--- config.mk ---
export PLATFORM = sky130hd
export DESIGN_NAME = soc_system_hps_write_ctrl
export DESIGN_NICKNAME = d
export VERILOG_FILES = /design/src/rtl/soc_system_hps_write_ctrl.sv
export SDC_FILE = /design/constraint.sdc
export NUM_CORES = 1
export LEC_CHECK = 0
export BUFFER_PORTS_ARGS = -buffer_cell sky130_fd_sc_hd__buf_4
export CAP_MARGIN = 20
export CORE_ASPECT_RATIO = 0.7
export CORE_MARGIN = 2
export CORE_UTILIZATION = 33
export CTS_CLUSTER_SIZE = 20
export DETAILED_ROUTE_END_ITERATION = 10
export HOLD_SLACK_MARGIN = 0.03
export PLACE_DENSITY = 0.75
export SYNTH_ARGS = -nofsm -noshare
export SYNTH_HDL_FRONTEND = slang
export SYNTH_SLANG_ARGS = --single-unit
--- constraint.sdc ---
create_clock -name clk -period 0.85 [get_ports clk]
set_input_delay 0.0425 -clock clk [delete_from_list [all_inputs] [get_ports clk]]
set_output_delay 0.0425 -clock clk [all_outputs]
set_load 0.03 [all_outputs]
--- src/rtl/soc_system_hps_write_ctrl.sv ---
// HPS output PIO: DATA level register with set/clear aliases and a shared-timer strobe generator (SOC_SYSTEM_HPS_WRITE_CTRL_PULSE_EN).
// Latency: writes land on the accepting edge; readdata is registered one cycle after address.
// Backpressure: none, every access completes in a single cycle.
module soc_system_hps_write_ctrl #(
  parameter int                    DATA_WIDTH      = 8,
  parameter logic [DATA_WIDTH-1:0] RESET_VALUE     = '0,
  parameter int                    CNT_WIDTH       = 16,
  parameter int                    PULSE_LEN_RESET = 4
) (
  input  logic                  clk,
  input  logic                  reset_n,
  input  logic [2:0]            address,
  input  logic                  chipselect,
  input  logic                  write_n,
  input  logic [31:0]           writedata,
  output logic [31:0]           readdata,
  output logic [DATA_WIDTH-1:0] out_port,
  output logic [DATA_WIDTH-1:0] pulse_out
);

  logic                  wr_en;
  logic [DATA_WIDTH-1:0] wd_data;
  logic [31:0]           rd_mux;
  logic                  unused_wd;

  assign wr_en     = chipselect & ~write_n;
  assign wd_data   = writedata[DATA_WIDTH-1:0];
  assign unused_wd = ^writedata;

  always_ff @(posedge clk or negedge reset_n) begin
    if (!reset_n) begin
      out_port <= RESET_VALUE;
    end else if (wr_en) begin
      case (address)
        3'd0:    out_port <= wd_data;
        3'd4:    out_port <= out_port | wd_data;
        3'd5:    out_port <= out_port & ~wd_data;
        default: out_port <= out_port;
      endcase
    end
  end

`ifdef SOC_SYSTEM_HPS_WRITE_CTRL_PULSE_EN
  logic [CNT_WIDTH-1:0] pulse_len;
  logic [CNT_WIDTH-1:0] counter;
  logic [CNT_WIDTH-1:0] len_eff;
  logic                 busy;
  logic                 expiring;
  logic [31:0]          status;

  assign len_eff  = (pulse_len == '0) ? CNT_WIDTH'(1) : pulse_len;
  assign busy     = |counter;
  assign expiring = (counter == CNT_WIDTH'(1));
  assign status   = 32'({32'(counter), 16'b0}) | {31'b0, busy};

  // A PULSE write on the expiry edge replaces the expiring bits instead of extending them.
  always_ff @(posedge clk or negedge reset_n) begin
    if (!reset_n) begin
      pulse_len <= CNT_WIDTH'(PULSE_LEN_RESET);
      counter   <= '0;
      pulse_out <= '0;
    end else begin
      if (wr_en && address == 3'd3) begin
        pulse_len <= writedata[CNT_WIDTH-1:0];
      end
      if (wr_en && address == 3'd2) begin
        counter   <= len_eff;
        pulse_out <= expiring ? wd_data : (pulse_out | wd_data);
      end else if (busy) begin
        counter <= counter - CNT_WIDTH'(1);
        if (expiring) begin
          pulse_out <= '0;
        end
      end
    end
  end

  always_comb begin
    rd_mux = '0;
    case (address)
      3'd0:    rd_mux = 32'(out_port);
      3'd2:    rd_mux = 32'(pulse_out);
      3'd3:    rd_mux = 32'(pulse_len);
      3'd6:    rd_mux = status;
      default: rd_mux = '0;
    endcase
  end
`else
  assign pulse_out = '0;

  always_comb begin
    rd_mux = '0;
    if (address == 3'd0) begin
      rd_mux = 32'(out_port);
    end
  end
`endif

  always_ff @(posedge clk or negedge reset_n) begin
    if (!reset_n) begin
      readdata <= '0;
    end else begin
      readdata <= rd_mux;
    end
  end

endmodule

# After elaboration in Yosys (flattened, before gate mapping)
# Cells that the tools add are included.
dict set report word_totals {
  ff_bits 40
  out_inout_bits 48
  word_cells 14
}
dict set report classes {
  n_eq_ne 2
  mux 2
  bitwise 5
  reduce_logical 3
}
# operator count
set ops {}
lappend ops {{$pmux 8 s3} 1}
lappend ops {{$and 8x8->8} 1}
lappend ops {{$mux 8} 1}
lappend ops {{$not 8->8} 1}
lappend ops {{$or 8x8->8} 1}
lappend ops {{$eq 3x3->1 const B} 2}
lappend ops {{$logic_not 3->1} 1}
lappend ops {{$reduce_bool 3->1} 1}
lappend ops {{$reduce_and 2->1} 1}
lappend ops {{$and 1x1->1} 1}
lappend ops {{$not 1->1} 1}

# Longest topological paths before layout
# Gate-level depths: netlist (run 1).
dict set report logic_depth {
  depth_word 3
  depth_mapped 4
}

# Worst setup path after synthesis (run 1)
# OpenSTA, ideal clock, no wires.
dict set report synth_path {
  path_type {reg2reg}
  start {register out_port[6]}
  end {register out_port[6]}
  setup_ps 121
  arrival_ps 865
  required_ps 729
  slack_ps -137
  path_stages_with_launch 4
  period_less_slack_ps 987
  cell_sequence {dfrtp_1 nor2b_1 a22oi_1 nand2_1}
}
dict set report synth_via {
  elab_chain_cells 2
  word_cells_on_any_way 3
  cone_classes {1 x mux; 2 x bitwise}
}
# element line_no
set synth_rtl {}
lappend synth_rtl {{start, declared} 17} ;# output logic [DATA_WIDTH-1:0] out_port,
lappend synth_rtl {{start signal, assigned} 35} ;# 3'd0: out_port <= wd_data;
lappend synth_rtl {{start signal, assigned} 36} ;# 3'd4: out_port <= out_port | wd_data;
lappend synth_rtl {{start signal, assigned} 37} ;# 3'd5: out_port <= out_port & ~wd_data;
lappend synth_rtl {{$and 8x8->8 / $or 8x8->8 (equally long branches)} {37, 36}}
lappend synth_rtl {{$pmux 8 s3 *} 34} ;# case (address)
# Every way passes the cells marked *; elsewhere a longest branch is shown, timed or not.
# A chain may end at the register's enable or synchronous reset.

# Final worst setup path (run 1)
dict set report layout_path {
  start {register out_port[4]}
  end {output out_port[4]}
}
# No word-level cell between the ends.

==> metrics.md, run 1 <==
| Metric | Value |
|---|---|
| Std-Cell Rows | 16 |
| Final WS setup | -109.0 ps |
| Worst VDD drop | 0.6731 mV |
| Largest net degree at the start of global routing | 17 |
| Final Slew Violations | 0 |
| Wire per inst | 11.88 um |
| Vias | 788 |
| Die span in x | 67.99 um |
| Max FO, Critical Path | 3 |
| Total iterations of the first detailed-routing run | 4 |
| Mapped Area | 945.9 um2 |
| DP HPWL | 1492 um |
| Vias per cell | 4.283 |
| Most frequent cells in the layout | conb_1 (32), buf_4 (28), buf_6 (22) |
| Violated checks | setup timing |
| Antenna violations before repair | 0 |
| Yosys reg bits | 16 |
| Total global-route track usage | 13.62% |
| Pwr dens | 2359 mW/mm2 |
| Detail Route Antenna Nets | 0 |
| Crit-path cells | buf_6 > buf_6 |
| Drt drc | 0 |
| Diode count | 0 |
| Seq/Total Area, Yosys | 42.33% |
| Commonest non-fill, non-tap cell in the layout | conb_1 |
| NumNets Final | 188 |
| Core area | 0.002763 mm2 |
| Largest area contributor in the netlist | dfrtp_1 |
| Layout cell share with drive strength beyond 1 | 56.76% |
| Area growth syn-to-layout | 54.76% |
| H-tree levels | 1 |
| Max-cap viol count | 0 |
| Pwr Total | 3.454 mW |
| CP max stage cell | dfrtp_2 |
| Number of global-route vias before repair | 719 |
| Slew margin rel. | 65.84% |
| GRT Residual Overflow | 0 |
| Synth unique cells | 15 |
| Status | finished with violations |
| Worst Hold Class | input port to register |
| Final period util | 112.8% |
| Clock sinks | 16 |
| Synthesis Warnings | 0 |
| Leakage | 0.7461 nW |
| Clk_skew | 2.110 ps |
| Critical path type | register to primary output |
| CTS Buf Count | 3 |
| Post-synth top area share | 42.33% |
| CP Data Arrival Time | 920 ps |
| Initial Utilization | 34.24% |
| RSZ-0062 raised after global routing | true |
| WL final | 2186 um |
| Placer Congestion | 0.7356 |
| Die Y | 48.80 um |
| Max frequency | 1043 MHz |
| Setup TNS | -943.0 ps |
| Pre-CTS setup slack | -261.7 ps |
| Critical path capture point type | primary output |
| CTS tree | yes |
| Most numerous cell on the critical path | buf_6 |
| Final Hold Fails | 0 |
| R2R setup slack | -40 ps |
| Crit path time final | 959.0 ps |
| Worst Path Required | 810 ps |
| RR Startpoint | out_port[6]$_DFFE_PN0P_ |
| I/O Buffers | 30 |
| DRT iter0 DRCs | 14 |
| CTS Root Cell | clkbuf_8 |
| Die ar. | 0.003318 mm2 |
| Worst-Skew Late Latency | 250 ps |
| First-pass GRT wire length | 3381 um |
| Crit path from | out_port[4]$_DFFE_PN0P_ |
| Largest stage delay on the critical path | 420 ps |
| I/O pins | 87 |
| Filler instances | 232 |
| Worst-Margin Slew | 510.1 ps |
| Buffer depth of the longest clock path | 2 |
| Clock transition at the registers of the reported paths | 60 ps |
| Startpoint type of the worst setup path | register |
| Final Setup Violations | 21 |
| Post-Synthesis Cells | 96 |
| Hold_sp | writedata[4] |
| Top post-synthesis cells by area | dfrtp_1 (42%), buf_4 (25%), a22oi_1 (6.3%) |
| Synth Area per Inst | 9.853 um2 |
## kinds of logic (layout without fill, tap and decap cells)
kind of cell / count (synthesis) / after routing / share of synthesized area (%)
AOI/OAI and AO/OA: 16 / 16 / 10.98
buffers and inverters: 34 / 55 / 26.98
DFF: 16 / 16 / 42.33
other: 1 / 32 / 0.3964
and+or+nand+nor: 29 / 29 / 19.31
## area by class of cell
class                      instances  area [um2]  share of cell area, %
multi-input combinational         77       485.5                  33.16
timing repair buffer              51       467.9                  31.97
sequential                        16       410.4                  28.03
clock buffer                       4       55.05                  3.761
tap                               36       45.04                  3.077
## cell usage after synthesis
library cell  count
a22oi_1           8
and2_1            8
buf_1             1
buf_4            32
buf_6             1
conb_1            1
dfrtp_1          16
nand2_1           8
nor2b_1           9
nor2b_2           1
nor3_1            1
nor4b_4           1
o21ai_1           7
o21ai_2           1
or3b_1            1
## per-stage QoR
| step | std cells | hold WS [ps] | area (um2) | utilization (%) |
|---|---|---|---|---|
| detailed placement | 172 | -87.61 | 1185 | 42.89 |
| CTS | 183 | 38.54 | 1399 | 50.63 |
| global placement | 172 | -92.60 | 1185 | 42.89 |
| global route | 184 | 42.70 | 1464 | 52.99 |
| finish | 184 | 42.41 | 1464 | 52.99 |
| floorplan | 127 | -253.1 | 1072 | - |
## worst max-delay path, delay by kind of cell, from the launching register on
family                 cells  cell delay [ps]
buffers and inverters      2              260
flip-flops                 1              420
## worst paths after layout
kind                       depth (start not counted)                       to
max                                                2              out_port[4]
min                                                3  out_port[4]$_DFFE_PN0P_
max reg2reg                                        3  out_port[6]$_DFFE_PN0P_
min reg2reg                                        2    readdata[1]$_DFF_PN0_
max in group asynchronous                          2  out_port[0]$_DFFE_PN0P_
min in group asynchronous                          2  out_port[7]$_DFFE_PN0P_
## registers in the layout (all words and copies together) (netlist names)
register  count
out_port      8
readdata      8
## repair_timing
action / 4_1_cts / 5_1_grt
pin swaps: 7 / 9
gates resized for setup: 29 / 15
endpoints found under the setup margin: 12 / 22
hold endpoints to repair: 16 / 0
setup buffers: 6 / 1
hold buffers: 1 / 0
## power by group
part | internal [mW] | switching [mW]
Clock | 0.411 | 0.257
Combinational | 0.875 | 0.901
Sequential | 0.921 | 0.0884
## layer usage
layer / GRT usage (%) / share of wire, %
met2: 24.60 / 53
met1: 14.45 / 36
met4: 4.000 / 0.64
met5: 0 / 0
met3: 5.081 / 10
Power figures use the tool's default switching activity.
==> inputs of run 2 (changes only) <==
--- a/config.mk
+++ b/config.mk
@@ -9,11 +9,11 @@
 export CAP_MARGIN = 20
 export CORE_ASPECT_RATIO = 0.7
 export CORE_MARGIN = 2
-export CORE_UTILIZATION = 33
+export CORE_UTILIZATION = 36
 export CTS_CLUSTER_SIZE = 20
 export DETAILED_ROUTE_END_ITERATION = 10
 export HOLD_SLACK_MARGIN = 0.03
-export PLACE_DENSITY = 0.75
+export PLACE_DENSITY = 0.77
 export SYNTH_ARGS = -nofsm -noshare
 export SYNTH_HDL_FRONTEND = slang
 export SYNTH_SLANG_ARGS = --single-unit
==> constraint.sdc (replaced) <==
create_clock -name clk -period 1.1 [get_ports clk]
set_input_delay 0.055 -clock clk [delete_from_list [all_inputs] [get_ports clk]]
set_output_delay 0.055 -clock clk [all_outputs]
set_load 0.03 [all_outputs]
==> metrics.md, run 2 (same netlist as run 1, synthesis figures left out) <==
| Metric | Value |
|---|---|
| Status | finished clean (was finished with violations) |
| Max-cap viol count | 0 (unchanged) |
| Max FO, Critical Path | 4 (was 3) |
| Final period util | 82.00% |
| RSZ-0062 raised after global routing | false (was true) |
| Vias | 644 (was 788) |
| Placer Congestion | 0.7229 (was 0.7356) |
| Max frequency | 1109 MHz |
| Wire per inst | 10.79 um (was 11.88 um) |
| Number of global-route vias before repair | 621 (was 719) |
| Clock sinks | 16 (unchanged) |
| Worst Hold Class | input port to register (unchanged) |
| Crit path time final | 902.0 ps |
| Worst-Skew Late Latency | 240 ps (was 250 ps) |
| Placed Area | 0.001082 mm2 (was 0.001185 mm2) |
| CP Data Arrival Time | 1030 ps (was 920 ps) |
| Commonest non-fill, non-tap cell in the layout | conb_1 (unchanged) |
| First-pass GRT wire length | 2842 um (was 3381 um) |
| Biggest regs | out_port (8), readdata (8) (unchanged) |
| WL final | 1748 um (was 2186 um) |
| GRT met2 Usage | 22.24% (was 24.60%) |
| NumNets Final | 169 (was 188) |
| Finished Cell Area | 0.001134 mm2 (was 0.001464 mm2) |
| Std-Cell Rows | 15 (was 16) |
| Die span in x | 65.27 um (was 67.99 um) |
| H-tree levels | 1 (unchanged) |
| Post-CTS setup buffers | 0 (was 6) |
| Drt drc | 0 (unchanged) |
| GRT Residual Overflow | 0 (unchanged) |
| Total iterations of the first detailed-routing run | 4 (unchanged) |
| Antenna violations before repair | 0 (unchanged) |
| Final Setup Violations | 0 (was 21) |
| Detail Route Antenna Nets | 0 (unchanged) |
| Pwr dens | 1763 mW/mm2 (was 2359 mW/mm2) |
| Initial Utilization | 38.18% (was 34.24%) |
| Core area | 0.002477 mm2 (was 0.002763 mm2) |
| Die Y | 46.89 um (was 48.80 um) |
| Global route hottest layer | met2 (unchanged) |
| I/O pins | 87 (unchanged) |
| Total global-route track usage | 12.49% (was 13.62%) |
| CTS Root Cell | clkbuf_8 (unchanged) |
| Worst Path Required | 1230 ps (was 810 ps) |
| Clock transition at the registers of the reported paths | 60 ps (about the same) |
| Critical path type | register to register (was register to primary output) |
| Leakage | 0.5970 nW (was 0.7461 nW) |
| Area growth syn-to-layout | 19.84% (was 54.76%) |
| Vias per cell | 3.975 (was 4.283) |
| Worst VDD drop | 0.4714 mV (was 0.6731 mV) |
| Most frequent cells in the layout | conb_1 (32), buf_4 (31), dfrtp_1 (16) (was conb_1 (32), buf_4 (28), buf_6 (22)) |
| I/O Buffers | 30 (unchanged) |
| Slew margin rel. | 62.65% (was 65.84%) |
| Met3 usage | 2.878% (was 5.081%) |
| Buffer depth of the longest clock path | 2 (unchanged) |
| Startpoint type of the worst setup path | register (unchanged) |
| Critical path capture point type | register (was primary output) |
| Setup TNS | 0 ps (was -943.0 ps) |
| Clk_skew | 1.060 ps (was 2.110 ps) |
| Final Slew Violations | 0 (unchanged) |
| Die ar. | 0.003060 mm2 (was 0.003318 mm2) |
| Diode count | 0 (unchanged) |
| DP HPWL | 1335 um (was 1492 um) |
| Layout cell share with drive strength beyond 1 | 28.91% (was 56.76%) |
| Largest net degree at the start of global routing | 17 (unchanged) |
| Met1 usage | 15.22% (was 14.45%) |
| CTS tree | yes (unchanged) |
| CTS Buf Count | 3 (unchanged) |
| Worst-Margin Slew | 559.1 ps (was 510.1 ps) |
| Final Hold Fails | 0 (unchanged) |
| DRT iter0 DRCs | 21 (was 14) |
-- run 2: path summary, 6_finish.rpt --
kind / startpoint / endpoint / slack (ps) / depth (start not counted)
worst max-delay path: out_port[0]$_DFFE_PN0P_ / out_port[0]$_DFFE_PN0P_ / 200 / 3
worst min-delay path: writedata[1] / out_port[1]$_DFFE_PN0P_ / 50 / 3
worst max register to register: out_port[0]$_DFFE_PN0P_ / out_port[0]$_DFFE_PN0P_ / 200 / 3
worst min register to register: out_port[2]$_DFFE_PN0P_ / readdata[2]$_DFF_PN0_ / 520 / 1
max in group asynchronous: reset_n / readdata[6]$_DFF_PN0_ / 720 / 2
min in group asynchronous: reset_n / out_port[0]$_DFFE_PN0P_ / 200 / 2
-- run 2: area by class of cell --
| class | instances | area, um2 |
|---|---|---|
| multi-input combinational | 77 | 406.6 |
| tap | 34 | 42.54 |
| clock buffer | 3 | 41.29 |
| fill | 242 | 1344 |
| timing repair buffer | 32 | 242.7 |
| sequential | 16 | 400.4 |
-- run 2: critical path, stage by stage, from the launching register on --
cell and delay [ps]:
dfrtp_1 410, nor2b_1 140, a22oi_1 160, nand2_1 80
-- run 2: metrics by stage --
stage	utilization (%)	worst slack [ps]	total power [mW]	hold slack (ps)	cells
finish	45.76	198.0	1.998	54.47	162
CTS	45.76	195.8	2.016	53.73	162
floorplan	-	113.3	1.383	-240.6	127
detailed placement	43.69	19.89	1.576	-73.51	158
global placement	43.69	55.02	1.555	-80.18	158
global route	45.76	119.5	2.112	68.24	162
-- run 2: what timing repair did --
| item | in CTS | in global routing |
|---|---|---|
| hold endpoints to repair | 16 | 0 |
| setup endpoints to repair | 0 | 0 |
| gates resized for setup | 0 | 0 |
| hold buffers | 1 | 0 |
-- run 2: report_power, final --
part,switching [mW],internal [mW]
Combinational,0.517,0.265
Clock,0.192,0.242
Sequential,0.0862,0.696
Total,0.795,1.20
-- run 2: per-layer routing --
layer	vias up	routed length (um)
li1	313	-
met5	-	0
met3	4	178
met2	40	807
met1	287	738
met4	0	22
==> inputs of run 3 (changes only) <==
==> constraint.sdc (replaced) <==
create_clock -name clk -period 0.83 [get_ports clk]
set_input_delay 0.0415 -clock clk [delete_from_list [all_inputs] [get_ports clk]]
set_output_delay 0.0415 -clock clk [all_outputs]
set_load 0.03 [all_outputs]
==> metrics.md, run 3 (same netlist as run 1, synthesis figures left out) <==
| Metric | Value |
|---|---|
| RR Startpoint | out_port[6]$_DFFE_PN0P_ (was out_port[0]$_DFFE_PN0P_) |
| Clk pwr share | 16.5% (was 21.7%) |
| Pint | 2.189 mW (was 1.203 mW) |
| Worst VDD drop | 0.7313 mV (was 0.4714 mV) |
| Critical path type | register to primary output (was register to register) |
| Violated checks | setup timing |
| Number of global-route vias before repair | 646 (was 621) |
| CP Data Arrival Time | 900 ps (was 1030 ps) |
| H-tree levels | 1 (unchanged) |
| Drt drc | 0 (unchanged) |
| Max-cap viol count | 0 (unchanged) |
| Detail Route Antenna Nets | 0 (unchanged) |
| Global route hottest layer | met2 (unchanged) |
| I/O pins | 87 (unchanged) |
| Die ar. | 0.003060 mm2 (unchanged) |
| Commonest non-fill, non-tap cell in the layout | conb_1 (unchanged) |
| Reg-to-reg endpoint | out_port[6]$_DFFE_PN0P_ (was out_port[0]$_DFFE_PN0P_) |
| Clock transition at the registers of the reported paths | 60 ps (about the same) |
| Sw Ratio | 36.23% (was 39.79%) |
| Die span in x | 65.27 um (unchanged) |
| Post-placement cell count | 171 (was 158) |
| DRT iter0 DRCs | 24 (was 21) |
| Initial Utilization | 38.18% (unchanged) |
| Max FO, Critical Path | 3 (was 4) |
| Seq pwr share | 30.1% (was 39.1%) |
| Biggest regs | out_port (8), readdata (8) (unchanged) |
| I/O Buffers | 30 (unchanged) |
| Total global-route track usage | 13.73% (was 12.49%) |
| Worst-Skew Late Latency | 240 ps (about the same) |
| First-pass GRT wire length | 3077 um (was 2842 um) |
| Met1 usage | 18.49% (was 15.22%) |
| Worst Hold Class | input port to register (unchanged) |
| WL final | 2130 um (was 1748 um) |
| Final period util | 113.9% |
| Die Y | 46.89 um (unchanged) |
| Vias | 747 (was 644) |
| Met3 usage | 4.317% (was 2.878%) |
| Worst Path Required | 790 ps (was 1230 ps) |
| GRT Residual Overflow | 0 (unchanged) |
| Final Setup Violations | 23 (was 0) |
| R2R setup slack | -50 ps (was 200 ps) |
| Clk_skew | 0.3229 ps (was 1.060 ps) |
| Final Slew Violations | 0 (unchanged) |
| Startpoint type of the worst setup path | register (unchanged) |
| Hold_sp | writedata[1] (unchanged) |
| CTS tree | yes (unchanged) |
| Worst hold stages | 3 (unchanged) |
| Max frequency | 1058 MHz |
| Clock sinks | 16 (unchanged) |
| Diode count | 0 (unchanged) |
| Worst-Margin Slew | 533.2 ps (was 559.1 ps) |
| Hold Crit Endpoint | out_port[1]$_DFFE_PN0P_ (unchanged) |
| GRT met2 Usage | 21.84% (was 22.24%) |
| Final Hold Fails | 0 (unchanged) |
| Core area | 0.002477 mm2 (unchanged) |
| Area growth syn-to-layout | 54.63% (was 19.84%) |
| Crit path time final | 945.4 ps |
| RSZ-0062 raised after global routing | true (was false) |
| DP HPWL | 1459 um (was 1335 um) |
| Status | finished with violations (was finished clean) |
| CTS Buf Count | 3 (unchanged) |
| Antenna violations before repair | 0 (unchanged) |
| Pre-CTS setup slack | -204.9 ps (was 19.89 ps) |
| Switching power | 1.244 mW (was 795.1 uW) |
| CTS Root Cell | clkbuf_8 (unchanged) |
| Worst Reg-to-Reg Cells | 3 (unchanged) |
| Std-Cell Rows | 15 (unchanged) |
| Wire per inst | 11.70 um (was 10.79 um) |
| NumNets Final | 189 (was 169) |
| Layout cell share with drive strength beyond 1 | 55.41% (was 28.91%) |
| Leakage | 0.7473 nW (was 0.5970 nW) |
| Slew margin rel. | 64.29% (was 62.65%) |
| Vias per cell | 4.104 (was 3.975) |
| Final Non-Filler Cells | 182 (was 162) |
| Filler instances | 229 (was 242) |
| Buffer depth of the longest clock path | 2 (unchanged) |
| Gate power share | 53.4% (was 39.1%) |
| Final WS setup | -115.4 ps (was 198.0 ps) |
| Pwr dens | 2347 mW/mm2 (was 1763 mW/mm2) |
| Largest net degree at the start of global routing | 17 (unchanged) |
| Critical path capture point type | primary output (was register) |
| Total iterations of the first detailed-routing run | 6 (was 4) |
| Placer Congestion | 0.7268 (was 0.7229) |
| Most frequent cells in the layout | conb_1 (32), buf_6 (29), buf_4 (22) (was conb_1 (32), buf_4 (31), dfrtp_1 (16)) |
[run 3: cell count changes in the layout (fill, tap and decap cells not counted), moves of 2 or more]
cell / delta
nor2b_1: -3
and2_1: -7
dfrtp_2: +8
o21ai_2: +6
nor2b_4: +2
buf_6: +29
and2_4: +7
buf_4: -9
o21ai_1: -6
dfrtp_1: -8
[run 3: metal layers]
metal | routed length (um) | share of wire, %
met5 | 0 | 0
met4 | 0 | 0
met3 | 213 | 10
met2 | 1090 | 51
met1 | 825 | 39
[run 3: layout make-up]
class	count	area [um2]	area share, %
clock buffers	3	41.29	2.823
multi-input cells	77	466.7	31.91
flip-flops and latches	16	410.4	28.06
repair buffers	52	501.7	34.30
well taps	34	42.54	2.908
[run 3: repair_timing]
action	CTS	global route
pin swaps	7	8
cloned	0	0
endpoints found under the hold margin	16	0
resized for setup	26	21
setup endpoints to repair	15	29
setup buffers	7	0
hold buffers	1	0
[run 3: critical path, cell delays in order, from the launching register on]
cell,delay [ps]
dfrtp_2,410
buf_6,120
buf_6,130
[run 3: power by group through the flow]
| stage | Sequential [mW] | Clock, mW | Combinational [mW] |
|---|---|---|---|
| 4_1_cts | 1.02 | 0.579 | 1.70 |
| 3_5_place_dp | 1.01 | 0 | 1.30 |
| 2_1_floorplan | 1.35 | 0 | 0.521 |
| 6_report | 1.03 | 0.565 | 1.83 |
| 5_1_grt | 1.05 | 0.632 | 1.93 |
| 3_3_place_gp | 1.01 | 0 | 1.28 |
[run 3: worst max-delay path by stage]
stage	depth (start not counted)	slack, ps	start	to
global route	2	-140	out_port[6]$_DFFE_PN0P_	out_port[6]
floorplan	3	-90	out_port[6]$_DFFE_PN0P_	out_port[6]$_DFFE_PN0P_
CTS	2	-110	out_port[5]$_DFFE_PN0P_	out_port[5]
global placement	4	-180	address[1]	out_port[3]$_DFFE_PN0P_
finish	2	-120	out_port[4]$_DFFE_PN0P_	out_port[4]
detailed placement	4	-200	address[1]	out_port[3]$_DFFE_PN0P_
[run 3: per-stage QoR]
step / area, um2 / setup TNS, ps / power [mW] / hold WS [ps] / utilization [%]
after floorplan: 1072 / -666.0 / 1.867 / -254.1 / -
after global routing: 1463 / -1933 / 3.615 / 35.85 / 59.04
after detailed placement: 1190 / -1660 / 2.315 / -87.99 / 48.03
after global placement: 1190 / -1390 / 2.292 / -95.91 / 48.03
after CTS: 1385 / -1340 / 3.303 / 38.81 / 55.91
final: 1463 / -1256 / 3.433 / 35.61 / 59.04
